==> config.mk <==
export PLATFORM = sky130hd
export DESIGN_NAME = cmd_sequencer
export DESIGN_NICKNAME = d
export VERILOG_FILES = /design/src/rtl/cmd_sequencer.sv
export SDC_FILE = /design/constraint.sdc
export NUM_CORES = 1
export LEC_CHECK = 0
export CORE_ASPECT_RATIO = 0.7
export CORE_UTILIZATION = 29
export CTS_CLUSTER_DIAMETER = 40
export CTS_CLUSTER_SIZE = 30
export DETAILED_ROUTE_END_ITERATION = 12
export MAX_ROUTING_LAYER = met4
export PLACE_DENSITY = 0.46
export SETUP_SLACK_MARGIN = 0.1
export SKIP_CTS_REPAIR_TIMING = 1
export SLEW_MARGIN = 20
export SYNTH_ARGS = -nofsm -noshare
export SYNTH_HDL_FRONTEND = slang
export SYNTH_SLANG_ARGS = --single-unit
==> constraint.sdc <==
create_clock -name clk -period 4.21 [get_ports clk]
set_clock_uncertainty 0.1 [all_clocks]
set_input_delay 0.842 -clock clk [delete_from_list [all_inputs] [get_ports clk]]
set_output_delay 0.842 -clock clk [all_outputs]
set_load 0.05 [all_outputs]
==> src/rtl/cmd_sequencer.sv <==
// cmd_sequencer: queues 32-bit instruction words and issues them one at a time
// to a processor, waiting for done with a timeout watchdog.
module cmd_sequencer #(
    parameter int DEPTH   = 8,
    parameter int TIMEOUT = 64
) (
    input  logic                     clk,
    input  logic                     reset,
    input  logic [31:0]              cmd_in,
    input  logic                     cmd_valid,
    output logic                     cmd_ready,
    input  logic                     start,
    input  logic                     halt,
    input  logic                     clear_err,
    output logic [31:0]              command,
    output logic                     run,
    input  logic                     done,
    output logic                     busy,
    output logic                     timeout_err,
    output logic [15:0]              issued_count,
    output logic [$clog2(DEPTH):0]   fifo_level
);
    localparam int AW = $clog2(DEPTH);
    localparam int TW = $clog2(TIMEOUT) + 1;

    typedef enum logic [1:0] {IDLE, ISSUE, WAIT, ERROR} state_t;

    state_t        state_q, state_d;
    logic          go_q, go_d;
    logic [31:0]   cmd_q, cmd_d;
    logic [15:0]   cnt_q, cnt_d;
    logic [TW-1:0] timer_q, timer_d, timer_inc;
    logic [AW-1:0] wr_ptr_q, wr_ptr_d, rd_ptr_q, rd_ptr_d;
    logic [AW:0]   level_q, level_d;
    logic [31:0]   mem_q [DEPTH];
    logic          push, pop, can_load, full;

    assign full         = level_q == (AW+1)'(DEPTH);
    assign cmd_ready    = !reset && !full;
    assign push         = cmd_valid && cmd_ready;
    assign can_load     = go_q && level_q != '0;
    assign timer_inc    = timer_q + 1'b1;
    assign command      = cmd_q;
    assign run          = state_q == ISSUE;
    assign busy         = state_q == ISSUE || state_q == WAIT;
    assign timeout_err  = state_q == ERROR;
    assign issued_count = cnt_q;
    assign fifo_level   = level_q;

    always_comb begin
        state_d = state_q;
        go_d    = halt ? 1'b0 : (start ? 1'b1 : go_q);
        cmd_d   = cmd_q;
        cnt_d   = cnt_q;
        timer_d = timer_q;
        pop     = 1'b0;
        case (state_q)
            IDLE: if (can_load) begin
                pop     = 1'b1;
                cmd_d   = mem_q[rd_ptr_q];
                state_d = ISSUE;
            end
            ISSUE: begin
                state_d = WAIT;
                timer_d = '0;
            end
            WAIT: if (done) begin
                cnt_d   = cnt_q + 16'd1;
                pop     = can_load;
                cmd_d   = can_load ? mem_q[rd_ptr_q] : cmd_q;
                state_d = can_load ? ISSUE : IDLE;
            end else begin
                // the watchdog fires on the edge where the timer would reach TIMEOUT-1
                timer_d = timer_inc;
                state_d = timer_inc == TW'(TIMEOUT - 1) ? ERROR : WAIT;
            end
            ERROR: if (clear_err) begin
                state_d = IDLE;
                go_d    = 1'b0;
            end
        endcase
        wr_ptr_d = wr_ptr_q + AW'(push);
        rd_ptr_d = rd_ptr_q + AW'(pop);
        level_d  = level_q + (AW+1)'(push) - (AW+1)'(pop);
    end

    always_ff @(posedge clk or posedge reset) begin
        if (reset) begin
            state_q  <= IDLE;
            go_q     <= 1'b0;
            cmd_q    <= '0;
            cnt_q    <= '0;
            timer_q  <= '0;
            wr_ptr_q <= '0;
            rd_ptr_q <= '0;
            level_q  <= '0;
        end else begin
            state_q  <= state_d;
            go_q     <= go_d;
            cmd_q    <= cmd_d;
            cnt_q    <= cnt_d;
            timer_q  <= timer_d;
            wr_ptr_q <= wr_ptr_d;
            rd_ptr_q <= rd_ptr_d;
            level_q  <= level_d;
        end
    end

    always_ff @(posedge clk) begin
        if (push) mem_q[wr_ptr_q] <= cmd_in;
    end
endmodule
==> run_results.csv <==
group,metric,value,unit
critical_path,r2r_start,"state_q[0]",
clock_tree,clockBufferDepth,3,
layout,layout.nets,844,
yosys,synth_compound_area_share,2.75,%
placed_design,pre_cts_slack,0.861,ns
critical_path,start_kind,"primary input",
drt,wl_per_cell,18.7,um
clock_tree,htree_num_levels,2,
floorplan,core_area,0.0426,sq mm
timing,fmax,311,MHz
global_route,grt_pass1_vias,6503,
clock_tree,cts_made_buffers,40,
pwr,p_int,7.43,mW
placed_design,numPortBuffers,94,
drt,num_vias,6148,
placed_design,place_congestion,0.750,
timing,fin_crit_sh,76.3,%
floorplan,fp.dieW,251,um
yosys,synth_edf_count,256,
yosys,synthSimpleGateAreaFrac,3.76,%
layout,antenna_cells,0,
yosys,synth_top_family_by_area,"multiplexers",
timing,hold_viol_final,0,
yosys,synthAdderAreaFrac,1.74,%
yosys,synthMuxAreaShare,14.1,%
timing,worstMarginPinSlew,0.889,ns
critical_path,r2r_cells,9,
layout,areaGrowthSynthToFinish,25.4,%
critical_path,worst_ep_required_time,3.27,ns
pwr,switchingPower,3.74,mW
critical_path,critical_path_class,"in -> out",
global_route,groute.usage.overall,12.6,%
floorplan,start_util,29.6,%
clock_tree,root_buffer,"clkbuf_16",
critical_path,critical_path.max_fanout,2,
yosys,syn_area_per_cell,19.1,sq um
clock_tree,cts_sinks,324,
placed_design,placedCellCount,1331,
pwr,p_comb_share,28.4,%
floorplan,io_pins,95,
clock_tree,clkTransAtPathRegs,0.05,ns
critical_path,cp-end-kind,"output port",
pwr,swShare,33.4,%
timing,setup_viol,0,
timing,slew_violations,0,
global_route,grt-ovfl-total,0,
layout,drive_gt1_share,20.7,%
pwr,pwr-share-seq,38.8,%
drt,drc,0,
timing,slew_headroom,40.7,%
global_route,grt_pass1_wl,40600,um
timing,fin_crit,3.21,ns
critical_path,crit_end,"cmd_ready",
clock_tree,cts_tree,"built",
placed_design,hpwl,15900,um
pwr,clkPwrFrac,32.8,%
yosys,async_reset_ff_share,21.0,%
critical_path,cp-startpoint,"reset",
drt,antenna_left,0,
yosys,synth_warnings,0,
drt,first_iter_violations,400,
timing,rsz0062_at_grt,"false",
global_route,antenna_found_initial,0,
clock_tree,clock_latency,0.55,ns
drt,drt_first_pass_iters,4,
drt,viasPerCell,4.38,
critical_path,r2r_setup_slack,1.53,ns
job,cap_violations,0,
worst_hold_path,min_path_type,"reg -> reg",
timing,setup_ws,0.996,ns
layout,finalNonFillerCells,1405,
yosys,synth_flop_cell,"edfxtp_1",
yosys,synth-xor-area-share,1.60,%
yosys,synth_cell_types,47,
floorplan,num_rows,63,
floorplan,die_h,177,um
pwr,vdd_ir_drop_max,278,uV
yosys,ys_seq_area_share,74.4,%
pwr,p_per_area,705,mW/mm^2
yosys,synth_cells,660,
drt,drt-total-wl,26200,um
floorplan,dieArea,0.0444,sq mm
layout,fill_cells,3932,
yosys,ys_seq_elements,324,
critical_path,r2r_end,"fifo_level[3]",
critical_path,cp.arrival,2.27,ns
yosys,synth_nets,716,
pwr,p_leak,5.51,nW
global_route,grt_max_degree,65,
yosys,synth_area,0.0126,sq mm
status,status,"complete, no violations",
==> state kept, by name, summed over array words and instances, names as in the netlist <==
signal / cells
rd_ptr_q: 3
timer_q: 7
fifo_level: 4
wr_ptr_q: 3
issued_count: 16
command: 32
state_q: 2
go_q: 1
mem_q: 256
==> cells in the final DEF (no fill, tap or decap), types with 5 or more instances in the layout <==
cell type	Yosys	final
nand3_1	7	7
mux4_2	64	64
xnor2_1	9	9
clkdlybuf4s50_1	0	94
clkbuf_16	0	41
edfxtp_1	256	256
o21ai_1	30	30
bufinv_16	0	5
ha_1	16	16
nand2_1	48	48
buf_4	0	14
inv_6	0	5
xor2_1	14	14
mux2i_1	33	33
inv_1	11	10
nand2b_1	5	5
o21ai_0	10	10
dfrtp_1	68	65
nor2_1	18	15
a21oi_1	6	6
inv_8	0	6
==> worst min path at each step <==
stage	startpoint	end	slack, ns	cells after the start
2_1_floorplan	timer_q[4]	timer_q[4]	0.37	1
5_1_grt	command[9]	command[9]	0.40	2
3_5_place_dp	command[10]	command[10]	0.38	2
3_3_place_gp	issued_count[15]	issued_count[15]	0.36	1
4_1_cts	command[7]	command[7]	0.39	2
6_report	command[6]	command[6]	0.38	2
==> Yosys cell counts (9+ instances only) <==
master	count	area share (%)
ha_1	16	1.6
xnor2_1	9	0.62
mux4_2	64	11
xor2_1	14	0.97
edfxtp_1	256	61
buf_2	15	0.59
mux2i_1	33	2.6
nand2_1	48	1.4
inv_1	11	0.33
o21ai_0	10	0.40
dfrtp_1	68	13
o21ai_1	30	1.2
nor2_1	18	0.54
==> worst max-delay path, stage by stage <==
cell	delay, ns
clkdlybuf4s50_1	0.44
a21oi_1	0.17
clkdlybuf4s50_1	0.83
==> cell type report <==
type / count / area, sq um / share of cell area (%)
tap: 585 / 732 / 4.62
multi-input combinational: 299 / 3100 / 19.6
inverter: 11 / 42.5 / 0.269
clock inverter: 30 / 404 / 2.55
timing repair buffer: 112 / 1130 / 7.11
sequential: 324 / 9400 / 59.3
clock buffer: 44 / 1040 / 6.55
==> through the flow <==
step                TNS (ns)  utilization, %  hold WS [ns]  power, mW  cell area (sq um)
floorplan             -85.68               -         0.368       6.62              12600
global placement           0            33.8         0.361       7.64              14400
detailed placement         0            33.8         0.375       7.66              14400
CTS                        0            37.1         0.389       11.4              15800
global route               0            37.1         0.403       11.7              15800
finish                     0            37.1         0.381       11.2              15800
==> power groups by stage <==
stage / logic, mW / registers [mW] / clock network, mW
after floorplan: 1.83 / 4.79 / 0
after global placement: 3.22 / 4.42 / 0
after detailed placement: 3.24 / 4.42 / 0
after CTS: 3.24 / 4.36 / 3.78
after global routing: 3.41 / 4.41 / 3.90
final: 3.17 / 4.34 / 3.66
==> cells by family (layout without fill, tap and decap cells) <==
| kind of cell | Yosys count | count (layout) |
|---|---|---|
| DFF | 324 | 324 |
| and+or+nand+nor | 100 | 100 |
| muxes | 98 | 98 |
| AOI/OAI and AO/OA | 61 | 61 |
| buffers and inverters | 37 | 197 |
| xor gates and xnor gates | 23 | 23 |
| adders and majority gates | 17 | 17 |
==> routing by layer <==
layer  vias up  track usage [%]  wire length, um
met5         -                -                0
met4         0             3.48              408
met3        29             2.85             1180
met2       115             18.9            12000
met1      3137             17.2            12700
li1       2867                -                -
Note: power is estimated with default switching activity, not from simulation.
